File: src/rtl/uart_time_setter.sv
// UART "Thhmmss<CR>" time-set receiver: validates BCD time and drives the clock
// counters' one-hot parallel-load port (seconds, then minutes, then hours).
module uart_time_setter #(
   parameter int unsigned CLK_HZ = 100_000_000,
   parameter int unsigned BAUD   = 9600,
   parameter int unsigned HOLD   = 16
) (
   input  logic       clk,
   input  logic       nCLR,
   input  logic       rxd,
   output logic [7:0] D,
   output logic [2:0] Load,
   output logic       busy,
   output logic       done,
   output logic       err
);
   localparam int unsigned BITPER = CLK_HZ / BAUD;
   localparam int unsigned HALF   = BITPER / 2;
   localparam int unsigned CNT_W  = $clog2(BITPER + 1);
   localparam int unsigned HLD_W  = $clog2(HOLD + 1);

   localparam logic [1:0] RX_IDLE  = 2'd0;
   localparam logic [1:0] RX_START = 2'd1;
   localparam logic [1:0] RX_DATA  = 2'd2;
   localparam logic [1:0] RX_STOP  = 2'd3;

   localparam logic [1:0] P_WAIT = 2'd0;
   localparam logic [1:0] P_DIG  = 2'd1;
   localparam logic [1:0] P_CR   = 2'd2;

   localparam logic [1:0] L_IDLE = 2'd0;
   localparam logic [1:0] L_SEC  = 2'd1;
   localparam logic [1:0] L_MIN  = 2'd2;
   localparam logic [1:0] L_HOUR = 2'd3;

   localparam logic [7:0] CH_T  = 8'h54;
   localparam logic [7:0] CH_CR = 8'h0D;

   logic             rx_s1_q, rx_s2_q, rx_s3_q;
   logic [1:0]       rx_state_q, rx_state_d;
   logic [CNT_W-1:0] cnt_q, cnt_d;
   logic [2:0]       bit_q, bit_d;
   logic [7:0]       sh_q, sh_d;
   logic             brk_q, brk_d;
   logic [7:0]       byte_q, byte_d;
   logic             stb_q, stb_d;
   logic             frame_err_c;

   logic [1:0]       p_state_q, p_state_d;
   logic [2:0]       idx_q, idx_d;
   logic [5:0][3:0]  dig_q, dig_d;

   logic [1:0]       l_state_q, l_state_d;
   logic [HLD_W-1:0] hcnt_q, hcnt_d;
   logic [23:0]      tm_q, tm_d;
   logic [7:0]       d_q, d_d;
   logic [2:0]       load_q, load_d;
   logic             busy_q, busy_d;
   logic             done_q, done_d;
   logic             err_q, err_d;
   logic             err_pend_q, err_pend_d;

   logic [23:0]      time_c;
   logic             range_ok_c;
   logic             is_digit_c;
   logic             err_ev_c;
   logic             err_any_c;
   logic             start_c;

   assign time_c     = {dig_q[0], dig_q[1], dig_q[2], dig_q[3], dig_q[4], dig_q[5]};
   assign range_ok_c = (time_c[23:16] <= 8'h23) && (time_c[15:8] <= 8'h59) &&
                       (time_c[7:0] <= 8'h59);
   assign is_digit_c = (byte_q >= 8'h30) && (byte_q <= 8'h39);

   // Byte receiver: mid-bit sampling, framing-error recovery waits for idle line
   always_comb begin
      rx_state_d  = rx_state_q;
      cnt_d       = cnt_q;
      bit_d       = bit_q;
      sh_d        = sh_q;
      brk_d       = brk_q;
      byte_d      = byte_q;
      stb_d       = 1'b0;
      frame_err_c = 1'b0;
      case (rx_state_q)
         RX_IDLE: begin
            if (rx_s3_q && !rx_s2_q) begin
               rx_state_d = RX_START;
               cnt_d      = '0;
            end
         end
         RX_START: begin
            if (cnt_q == CNT_W'(HALF - 1)) begin
               cnt_d      = '0;
               bit_d      = '0;
               rx_state_d = rx_s2_q ? RX_IDLE : RX_DATA;
            end else begin
               cnt_d = cnt_q + CNT_W'(1);
            end
         end
         RX_DATA: begin
            if (cnt_q == CNT_W'(BITPER - 1)) begin
               cnt_d = '0;
               sh_d  = {rx_s2_q, sh_q[7:1]};
               if (bit_q == 3'd7) rx_state_d = RX_STOP;
               else               bit_d = bit_q + 3'd1;
            end else begin
               cnt_d = cnt_q + CNT_W'(1);
            end
         end
         default: begin
            if (brk_q) begin
               if (rx_s2_q) begin
                  brk_d      = 1'b0;
                  rx_state_d = RX_IDLE;
               end
            end else if (cnt_q == CNT_W'(BITPER - 1)) begin
               cnt_d = '0;
               if (rx_s2_q) begin
                  stb_d      = 1'b1;
                  byte_d     = sh_q;
                  rx_state_d = RX_IDLE;
               end else begin
                  frame_err_c = 1'b1;
                  brk_d       = 1'b1;
               end
            end else begin
               cnt_d = cnt_q + CNT_W'(1);
            end
         end
      endcase
   end

   // Command parser and load sequencer
   always_comb begin
      p_state_d = p_state_q;
      idx_d     = idx_q;
      dig_d     = dig_q;
      l_state_d = l_state_q;
      hcnt_d    = hcnt_q;
      tm_d      = tm_q;
      d_d       = d_q;
      load_d    = load_q;
      done_d    = 1'b0;
      start_c   = 1'b0;
      err_ev_c  = frame_err_c;

      if (l_state_q != L_IDLE) begin
         if (hcnt_q == HLD_W'(HOLD - 1)) begin
            hcnt_d = '0;
            case (l_state_q)
               L_SEC: begin
                  l_state_d = L_MIN;
                  d_d       = tm_q[15:8];
                  load_d    = 3'b010;
               end
               L_MIN: begin
                  l_state_d = L_HOUR;
                  d_d       = tm_q[23:16];
                  load_d    = 3'b100;
               end
               default: begin
                  l_state_d = L_IDLE;
                  d_d       = 8'h00;
                  load_d    = 3'b000;
                  done_d    = 1'b1;
               end
            endcase
         end else begin
            hcnt_d = hcnt_q + HLD_W'(1);
         end
      end

      if (frame_err_c) begin
         p_state_d = P_WAIT;
      end else if (stb_q) begin
         if (byte_q == CH_T) begin
            p_state_d = P_DIG;
            idx_d     = '0;
         end else begin
            case (p_state_q)
               P_DIG: begin
                  if (is_digit_c) begin
                     for (int i = 0; i < 6; i++)
                        if (idx_q == 3'(i)) dig_d[i] = byte_q[3:0];
                     if (idx_q == 3'd5) p_state_d = P_CR;
                     else               idx_d = idx_q + 3'd1;
                  end else begin
                     err_ev_c  = 1'b1;
                     p_state_d = P_WAIT;
                  end
               end
               P_CR: begin
                  p_state_d = P_WAIT;
                  if (byte_q == CH_CR && range_ok_c && l_state_q == L_IDLE)
                     start_c = 1'b1;
                  else
                     err_ev_c = 1'b1;
               end
               default: ;
            endcase
         end
      end

      if (start_c) begin
         l_state_d = L_SEC;
         hcnt_d    = '0;
         tm_d      = time_c;
         d_d       = time_c[7:0];
         load_d    = 3'b001;
      end
   end

   // An error that lands on the done cycle is deferred by one clock
   assign err_any_c  = err_ev_c | err_pend_q;
   assign err_d      = err_any_c & ~done_d;
   assign err_pend_d = err_any_c & done_d;
   assign busy_d     = (l_state_d != L_IDLE);

   always_ff @(posedge clk or negedge nCLR) begin
      if (!nCLR) begin
         rx_s1_q    <= 1'b1;
         rx_s2_q    <= 1'b1;
         rx_s3_q    <= 1'b1;
         rx_state_q <= RX_IDLE;
         cnt_q      <= '0;
         bit_q      <= '0;
         sh_q       <= '0;
         brk_q      <= 1'b0;
         byte_q     <= '0;
         stb_q      <= 1'b0;
         p_state_q  <= P_WAIT;
         idx_q      <= '0;
         dig_q      <= '0;
         l_state_q  <= L_IDLE;
         hcnt_q     <= '0;
         tm_q       <= '0;
         d_q        <= '0;
         load_q     <= '0;
         busy_q     <= 1'b0;
         done_q     <= 1'b0;
         err_q      <= 1'b0;
         err_pend_q <= 1'b0;
      end else begin
         rx_s1_q    <= rxd;
         rx_s2_q    <= rx_s1_q;
         rx_s3_q    <= rx_s2_q;
         rx_state_q <= rx_state_d;
         cnt_q      <= cnt_d;
         bit_q      <= bit_d;
         sh_q       <= sh_d;
         brk_q      <= brk_d;
         byte_q     <= byte_d;
         stb_q      <= stb_d;
         p_state_q  <= p_state_d;
         idx_q      <= idx_d;
         dig_q      <= dig_d;
         l_state_q  <= l_state_d;
         hcnt_q     <= hcnt_d;
         tm_q       <= tm_d;
         d_q        <= d_d;
         load_q     <= load_d;
         busy_q     <= busy_d;
         done_q     <= done_d;
         err_q      <= err_d;
         err_pend_q <= err_pend_d;
      end
   end

   assign D    = d_q;
   assign Load = load_q;
   assign busy = busy_q;
   assign done = done_q;
   assign err  = err_q;
endmodule

File: config.mk
export PLATFORM = sky130hd
export DESIGN_NAME = uart_time_setter
export DESIGN_NICKNAME = d
export VERILOG_FILES = /design/src/rtl/uart_time_setter.sv
export SDC_FILE = /design/constraint.sdc
export NUM_CORES = 1
export LEC_CHECK = 0
export CAP_MARGIN = 25
export CORE_AREA = 4 4 135 137
export CTS_CLUSTER_SIZE = 40
export DETAILED_ROUTE_END_ITERATION = 10
export DIE_AREA = 0 0 139 141
export PLACE_DENSITY = 0.58
export SLEW_MARGIN = 20
export SYNTH_ARGS = -nofsm -noshare
export SYNTH_HDL_FRONTEND = slang
export SYNTH_SLANG_ARGS = --single-unit
File: constraint.sdc
create_clock -name clk -period 2.6 [get_ports clk]
set_input_delay 0.78 -clock clk [delete_from_list [all_inputs] [get_ports clk]]
set_output_delay 0.78 -clock clk [all_outputs]
set_load 0.01 [all_outputs]
## Word level (Yosys, flattened, before mapping)

Index checks and enable logic that the tools add are counted.

| storage, ports and cells | value |
|---|---|
| bits in read-only memories | 0 |
| output and inout port bits | 14 |
| RAM bits | 0 |
| bits in registers | 115 |
| word-level logic and storage cells | 171 |
| memories kept | 0 |
| latch bits | 0 |

| cells by class | value |
|---|---|
| reduce and logical (&&, ||, !) cells | 36 |
| add/subtract/negate cells | 4 |
| mux-type cells | 66 |
| bitwise operators | 8 |
| equality and inequality tests | 25 |
| shift operators | 0 |
| multiply operators | 0 |
| divide/modulo/power cells | 0 |
| order comparisons | 5 |

Operators with widths:

| cell | number |
|---|---|
| 2-to-1 mux 14 bit | 4 |
| one-hot mux 14 bit (3 select lines) | 1 |
| AND reduction 6 bit | 6 |
| 2-to-1 mux 2 bit | 16 |
| 2-to-1 mux 3 bit | 10 |
| 2-to-1 mux 8 bit | 3 |
| 2-to-1 mux 1 bit | 22 |
| <= comparator 8 x 6 -> 1 bit, second input constant | 2 |
| <= comparator 8 x 7 -> 1 bit, second input constant | 2 |
| one-hot mux 8 bit (2 select lines) | 1 |
| nonzero test 2 bit | 8 |
| 2-to-1 mux 5 bit | 3 |
| adder 14 x 1 -> 14 bit, second input constant | 1 |
| == test 14 x 13 -> 1 bit, second input constant | 1 |
| == test 14 bit, second input constant | 1 |
| inequality test 2 bit, second input constant | 6 |
| one-hot mux 3 bit (2 select lines) | 2 |
| AND reduction 5 bit | 2 |
| == test 3 bit, second input constant | 3 |
| == test 8 x 4 -> 1 bit, second input constant | 1 |
| == test 8 x 7 -> 1 bit, second input constant | 1 |
| >= comparator 8 x 6 -> 1 bit, second input constant | 1 |
| one-hot mux 2 bit (2 select lines) | 2 |
| AND reduction 4 bit | 2 |
| other kinds (23) | 43 |

## Longest topological paths before layout

Gate-level depths: netlist (run 1).

| logic depth | value |
|---|---|
| word-level depth | 12 |
| depth in mapped cells | 9 |

## Worst setup path after synthesis (run 1)

Ideal clock, no wire load.

| timing | value |
|---|---|
| path kind | register to register |
| start point | register byte_q[1] |
| end point | register d_q[2], in the netlist D[2] |
| setup slack | 129 ps |
| data required time | 2475 ps |
| path buffers | 2 |
| arrival | 2346 ps |
| stages on the path, launching flop included | 8 |
| library setup time | 125 ps |
| path through | dfrtp_1 or4b_4 nor4_2 nand4_1 or4b_1 buf_6 buf_12 mux2_4 |

| on the way | value |
|---|---|
| longest elaborated chain between the ends | 10 |
| elaborated cells on any way between the ends | 13 |

Ends and longest elaborated chain:

| item | RTL line | text |
|---|---|---|
| from (decl) | 45 | `logic [7:0] byte_q, byte_d;` |
| from (signal assigned) | 253 | `byte_q <= byte_d;` |
| == test 8 x 4 -> 1 bit | 195 | `if (byte_q == CH_CR && range_ok_c && l_state_q == L_IDLE)` |
| logical AND 1 bit (2 in series) | 195 |  |
| 2-to-1 mux 1 bit | 195 |  |
| 2-to-1 mux 1 bit | 181 | `case (p_state_q)` |
| 2-to-1 mux 1 bit (*) | 177 | `if (byte_q == CH_T) begin` |
| 2-to-1 mux 1 bit (*) | 176 | `end else if (stb_q) begin` |
| 2-to-1 mux 1 bit (*) | 174 | `if (frame_err_c) begin` |
| nonzero test 2 bit (no source line) | n/a |  |
| AND reduction 2 bit (no source line) | n/a |  |
| to (signal assigned) | 238 | `d_q <= '0;` |
| to (signal assigned) | 261 | `d_q <= d_d;` |
| to (decl) | 56 | `logic [7:0] d_q, d_d;` |

Mark *: on every way between the ends. The rest lies on a longest branch, timed or not.
A chain may end at the register's enable or synchronous reset.

## Final worst setup path (run 1)

| timing | value |
|---|---|
| start point | register byte_q[5] |
| end point | register tm_q[19] |

| on the way | value |
|---|---|
| longest elaborated chain between the ends | 8 |
| elaborated cells on any way between the ends | 9 |

Ends and longest elaborated chain:

| item | RTL line | text |
|---|---|---|
| == test 8 x 4 -> 1 bit | 195 |  |
| logical AND 1 bit (2 in series) | 195 |  |
| 2-to-1 mux 1 bit | 195 |  |
| 2-to-1 mux 1 bit | 181 |  |
| 2-to-1 mux 1 bit (*) | 177 |  |
| 2-to-1 mux 1 bit (*) | 176 |  |
| 2-to-1 mux 1 bit (*) | 174 |  |
| to (signal assigned) | 260 | `tm_q <= tm_d;` |
| to (decl) | 55 | `logic [23:0] tm_q, tm_d;` |

Marks and branches as above.

==> results of run 1 <==
-- stage by stage --
stage	worst slack (ps)	area (µm²)	hold WS [ps]
after floorplan	129	5040	345
after global placement	153	5570	346
after detailed placement	112	5570	349
after CTS	111	5850	359
after global routing	11.3	5890	362
final	132	5890	357
-- critical path, delay by kind of cell (launching register included) --
| family | cells | cell delay (ps) |
|---|---|---|
| DFF | 1 | 400 |
| muxes | 1 | 340 |
| buffers and inverters | 1 | 160 |
| and+or+nand+nor | 4 | 1460 |
-- routing by layer --
| metal | track usage (%) | vias up | wire [µm] |
|---|---|---|---|
| met5 | 0 | - | 0 |
| met4 | 3.09 | 0 | 91 |
| met3 | 2.34 | 7 | 284 |
| met2 | 17.3 | 42 | 4770 |
| met1 | 14.5 | 1662 | 4740 |
| li1 | - | 1606 | - |
-- placed cells by master (no fill, tap or decap), types with 13 or more instances in the layout --
master                            count
sky130_fd_sc_hd__buf_4               20
sky130_fd_sc_hd__clkdlybuf4s50_1     15
sky130_fd_sc_hd__dfrtp_1            104
sky130_fd_sc_hd__ha_1                16
sky130_fd_sc_hd__mux2_2              48
sky130_fd_sc_hd__mux2_4              13
sky130_fd_sc_hd__nand2_1             44
sky130_fd_sc_hd__nand3_1             20
sky130_fd_sc_hd__nor2_1              18
sky130_fd_sc_hd__o21ai_0             18
-- power by group --
group	internal [mW]	leakage, nW	switching [mW]	total (mW)
Clock	0.686	0.137	0.618	1.30
Sequential	1.72	1.47	0.0901	1.82
Combinational	0.0933	1.21	0.127	0.221
-- final timing paths --
| check | to | slack (ps) |
|---|---|---|
| worst min register to register | rx_s2_q | 360 |
| min in group asynchronous | hcnt_q[3] | 380 |
| max in group asynchronous | byte_q[6] | 1560 |
| worst min-delay path | rx_s2_q | 360 |
| worst max register to register | tm_q[19] | 130 |
| worst max-delay path | tm_q[19] | 130 |
-- repair_timing --
item / 4_1_cts / 5_1_grt
endpoints found under the hold margin: 0 / 0
resized for setup: 0 / 3
endpoints found under the setup margin: 0 / 9
-- state kept, by name, summed over array words and instances (netlist names), 2 cells and up --
| signal | count |
|---|---|
| cnt_q | 14 |
| dig_q | 24 |
| sh_q | 8 |
| Load | 3 |
| D | 8 |
| rx_state_q | 2 |
| hcnt_q | 5 |
| bit_q | 3 |
| p_state_q | 2 |
| byte_q | 8 |
| tm_q | 16 |
| idx_q | 3 |
| l_state_q | 2 |
-- area by class of cell --
| class | count | share of cell area (%) |
|---|---|---|
| Sequential cell | 107 | 45.5 |
| Multi-Input combinational cell | 290 | 37.9 |
| Timing Repair Buffer | 38 | 6.20 |
| Tap cell | 225 | 4.78 |
| Clock buffer | 10 | 4.06 |
| Clock inverter | 5 | 0.764 |
| Inverter | 12 | 0.764 |
-- kinds of logic (layout without fill, tap and decap cells) --
family	after synthesis	in the layout	synth area share [%]
AO/OA/AOI/OAI	61	61	8.62
XOR/XNOR	8	8	1.39
adder cells (fa/ha/maj)	16	16	3.98
buffers and inverters	27	65	2.66
flip-flops	107	107	53.2
multiplexers	62	62	14.8
AND/OR/NAND/NOR	143	143	15.3
==> results.toml, run 1 <==
[place]
dp_hpwl_um = 7020
portBuffers = 16
placed_cells_incl_taps = 671
place.gp.congestion = 0.785

[synthesis]
synth_cell_types = 58
synth.top_cells.by_area = "sky130_fd_sc_hd__dfrtp_1 (52%), sky130_fd_sc_hd__mux2_2 (11%), sky130_fd_sc_hd__ha_1 (4.0%)"
synthesis.area_um2 = 5040
synth_warnings = 0
average_cell_area_after_synthesis_um2 = 11.9
postSynthRegisterBits = 107
synth.top_cell.area_share_pct = 51.7
synthesis.instances = 424
synthTopCellsByCount = "sky130_fd_sc_hd__dfrtp_1 (104), sky130_fd_sc_hd__mux2_2 (48), sky130_fd_sc_hd__nand2_1 (44)"
ys_async_sr_fraction_pct = 100
netlist.top_cell.by_area = "sky130_fd_sc_hd__dfrtp_1"
synth_edf_count = 0
synth_sequential_area_ratio_pct = 53.2
ys_dominant_reg_cell = "sky130_fd_sc_hd__dfrtp_1"
syn-num-nets = 443
post-synth-top-count-cell = "sky130_fd_sc_hd__dfrtp_1"

[critical_path]
critical_path_arrival_ps = 2700
critical_path.endpoint_type = "flop"
required_ps = 2840
critical_path_origin = "byte_q[5]"
critical_path_class = "reg2reg"
timing.rr.start = "byte_q[5]"
worst_path_largest_cell_delay_ps = 550
critPathMostFrequentCell = "sky130_fd_sc_hd__or4b_4"
critical_path.startpoint_type = "flop"
cpMaxStageDelayCell = "sky130_fd_sc_hd__or4b_4"
critical_path.cell_chain = "or4b_4 > or4_1 > nand2_1 > or4b_4 > buf_12 > mux2_2"
reg2regPathDepth = 6
critical_path_peak_fanout = 14

[sta]
worst_slew_margin_rel_pct = 61.3
slew_violations = 0
grt_setup_unrepaired = "false"
maxClockFrequency_mhz = 405
final-hold-violation-count = 0
min_period_over_period_pct = 94.9
setup_violations = 0
finalCriticalPeriod_ps = 2470
largest_clock_skew_in_the_final_design_ps = 11.5
totalNegativeSetupSlack_ps = 0
worstMarginPinSlew_ps = 576

[floorplanning]
fp.dieW_um = 139
die_h_um = 141
dieArea_um2 = 19600
boundaryPins = 17
start_util_pct = 29.5
placeableCoreArea_um2 = 17100
placement_rows = 48

[drt]
wl_per_cell_um = 14.4
drt_pre_antenna_iters = 5
totalWireLength_um = 9890
drt_via_density = 4.83
antenna_left = 0
drcViolationCount = 0
dr.first_iter.drc_count = 179
detailroute.via_count = 3317

[clocking]
clock_sink_count = 107
clock_tree.htree_level_count = 3
cts_inserted_buffers = 9
cts.path.max_buffers = 2
cts_setup_buffers = 0
insertion_delay_ps = 350
post_cts_hold_buffers = 0
tritoncts_clock_tree = "yes"
path_clk_slew_ps = 70
cts_root_buffer = "sky130_fd_sc_hd__clkbuf_16"

[worst_hold_path]
holdCritPathClass = "reg2reg"
hold-path-cell-count = 0
holdCritStartpoint = "rx_s1_q"

[final_layout]
drive_gt1_share_pct = 23.6
seqCellArea_um2 = 2680
num_antenna_cells = 0
multi_input_comb_area_um2 = 2240
filler_cell_count = 1739
fin_cells = 687
design.final.nets = 477
layout-area-overhead-vs-synth_pct = 17.0
postLayoutCoreUtil_pct = 34.6

[power_and_ir_drop]
totalPowerFinal_mw = 3.34
pwr_density_cell_nw_per_um2 = 567
p_leak_nw = 2.82
max-vdd-ir-drop_mv = 0.293

[global_routing]
global_route.usage.total_pct = 10.7
grt_pass1_wl_um = 17300
grt_max_degree = 54
grt_remaining_overflow = 0
grt_pass1_vias = 3367
antenna_found_initial = 0

[status]
outcome = "completed"

[job]
maxCapViolations = 0
No activity file was read; power rests on OpenSTA's default activity.
==> run 2: changes to the inputs <==
--- a/config.mk
+++ b/config.mk
@@ -5,7 +5,7 @@
 export SDC_FILE = /design/constraint.sdc
 export NUM_CORES = 1
 export LEC_CHECK = 0
-export CAP_MARGIN = 25
+export CAP_MARGIN = 20
 export CORE_AREA = 4 4 135 137
 export CTS_CLUSTER_SIZE = 40
 export DETAILED_ROUTE_END_ITERATION = 10
==> results of run 2 <==
No change in the layout: final DEF, timing and power equal those of run 1.
==> run 3: changes to the inputs <==
--- a/config.mk
+++ b/config.mk
@@ -11,6 +11,7 @@
 export DETAILED_ROUTE_END_ITERATION = 10
 export DIE_AREA = 0 0 139 141
 export PLACE_DENSITY = 0.58
+export SETUP_SLACK_MARGIN = 0.1
 export SLEW_MARGIN = 20
 export SYNTH_ARGS = -nofsm -noshare
 export SYNTH_HDL_FRONTEND = slang
==> run 3 against run 2 <==
Worst hold slack barely moved. Clock power barely moved. Global-route usage did not move. Sequential power barely moved. Clock-buffer cell count did not move. Register-to-register slack barely moved. Die area did not move. Design area rose by 0.51%. Non-clock buffer count rose by 2. Final cell count rose by 0.29%. Sequential share of layout area fell by 0.23 points.
==> results.toml, run 3 (synthesis gave the netlist of run 1 again) <==
[status]
outcome = "completed"

[critical_path]
worst_path_largest_cell_delay_ps = 610
critical_path.cell_chain = "or4b_4 > nor4_4 > nand4_1 > or4b_4 > clkbuf_16 > mux2_4"
critical_path_class = "reg2reg"
required_ps = 2830
critical_path.endpoint_type = "flop"
critPathMostFrequentCell = "sky130_fd_sc_hd__or4b_4"
cpMaxStageDelayCell = "sky130_fd_sc_hd__or4b_4"
critical_path_peak_fanout = 7
critical_path.startpoint_type = "flop"
worst-path-buf-inv = 1
critical_path.top_delay_family = "simple AND/OR/NAND/NOR gates"
critical_path_arrival_ps = 2710

[place]
place.gp.congestion = 0.785
cell_area_placed_um2 = 5570
portBuffers = 16
dp_hpwl_um = 7020

[sta]
maxClockFrequency_mhz = 403
min_period_over_period_pct = 95.3
final-hold-violation-count = 0
slew_violations = 0
finalCriticalPeriod_ps = 2480
totalNegativeSetupSlack_ps = 0
setup_violations = 0
largest_clock_skew_in_the_final_design_ps = 10.8
grt_setup_unrepaired = "true"
worst_slew_margin_rel_pct = 61.1
final.hold.worst_slack_ps = 357
worstMarginPinSlew_ps = 579

[final_layout]
layout-area-overhead-vs-synth_pct = 17.6
layout.cells.most_common = "sky130_fd_sc_hd__dfrtp_1"
layout.cells.most_common_list = "sky130_fd_sc_hd__dfrtp_1 (104), sky130_fd_sc_hd__mux2_2 (48), sky130_fd_sc_hd__nand2_1 (43)"
largest_register = "dig_q"
num_antenna_cells = 0
reg.largest.list = "dig_q (24), tm_q (16), cnt_q (14)"
design.final.nets = 479
postLayoutCoreUtil_pct = 34.7
stdcell_area_um2 = 5920
number_of_flip_flops_under_the_largest_register_name = 24
drive_gt1_share_pct = 24.1
filler_cell_count = 1735

[clocking]
cts_inserted_buffers = 9
cts_root_buffer = "sky130_fd_sc_hd__clkbuf_16"
path_clk_slew_ps = 70
clock_tree.htree_level_count = 3
cts.path.max_buffers = 2
post_cts_hold_buffers = 0
clock_sink_count = 107
insertion_delay_ps = 350
tritoncts_clock_tree = "yes"

[drt]
drt_pre_antenna_iters = 4
wl_per_cell_um = 14.4
dr.first_iter.drc_count = 192
detailroute.via_count = 3311
totalWireLength_um = 9920
drcViolationCount = 0
drt_via_density = 4.81
antenna_left = 0

[power_and_ir_drop]
pwr_density_cell_nw_per_um2 = 564
totalPowerFinal_mw = 3.34
max-vdd-ir-drop_mv = 0.295
p_leak_nw = 2.83

[floorplanning]
fp.dieW_um = 139
boundaryPins = 17
placement_rows = 48
die_h_um = 141
start_util_pct = 29.5
placeableCoreArea_um2 = 17100
dieArea_um2 = 19600

[job]
maxCapViolations = 0

[global_routing]
grt_pass1_wl_um = 17300
grt_max_degree = 54
grt_pass1_vias = 3367
global_route.usage.total_pct = 10.7
antenna_found_initial = 0
grt_remaining_overflow = 0

[worst_hold_path]
holdCritPathClass = "reg2reg"
-- run 3: report_power, final --
| group | internal [mW] | switching, mW |
|---|---|---|
| sequential | 1.72 | 0.0903 |
| clock | 0.686 | 0.619 |
| combinational | 0.0933 | 0.128 |
| total | 2.50 | 0.837 |
-- run 3: what timing repair did --
action | 4_1_cts | 5_1_grt
resized for setup | 0 | 5
endpoints found under the setup margin | 0 | 28
setup buffers | 0 | 1
-- run 3: final timing paths --
path,slack (ps),startpoint,endpoint,cells past startpoint
max,120,byte_q[5],tm_q[11],6
min,360,rx_s1_q,rx_s2_q,0
max reg2reg,120,byte_q[5],tm_q[11],6
min reg2reg,360,rx_s1_q,rx_s2_q,0
max in group asynchronous,1570,nCLR,byte_q[6],2
min in group asynchronous,380,nCLR,hcnt_q[3],1
-- run 3: metal layers --
metal,vias up,part of all wire (%),global-route usage [%]
li1,1610,-,-
met1,1655,48,14.5
met2,39,48,17.3
met3,7,2.7,2.34
met4,0,0.89,3.09
met5,-,0,0
-- run 3: through the flow --
step                worst slack [ps]  instances
floorplan                        129        424
global placement                 153        671
detailed placement               112        671
CTS                              111        686
global route                   -16.3        689
finish                           121        689
-- run 3: cell type report --
class,count,area (µm²),area share [%]
flip-flops and latches,107,2680,45.3
multi-input cells,290,2250,37.9
repair buffers,40,384,6.48
well taps,225,282,4.75
clock buffers,10,239,4.03
clock inverters,5,45.0,0.760
inverters,12,45.0,0.760
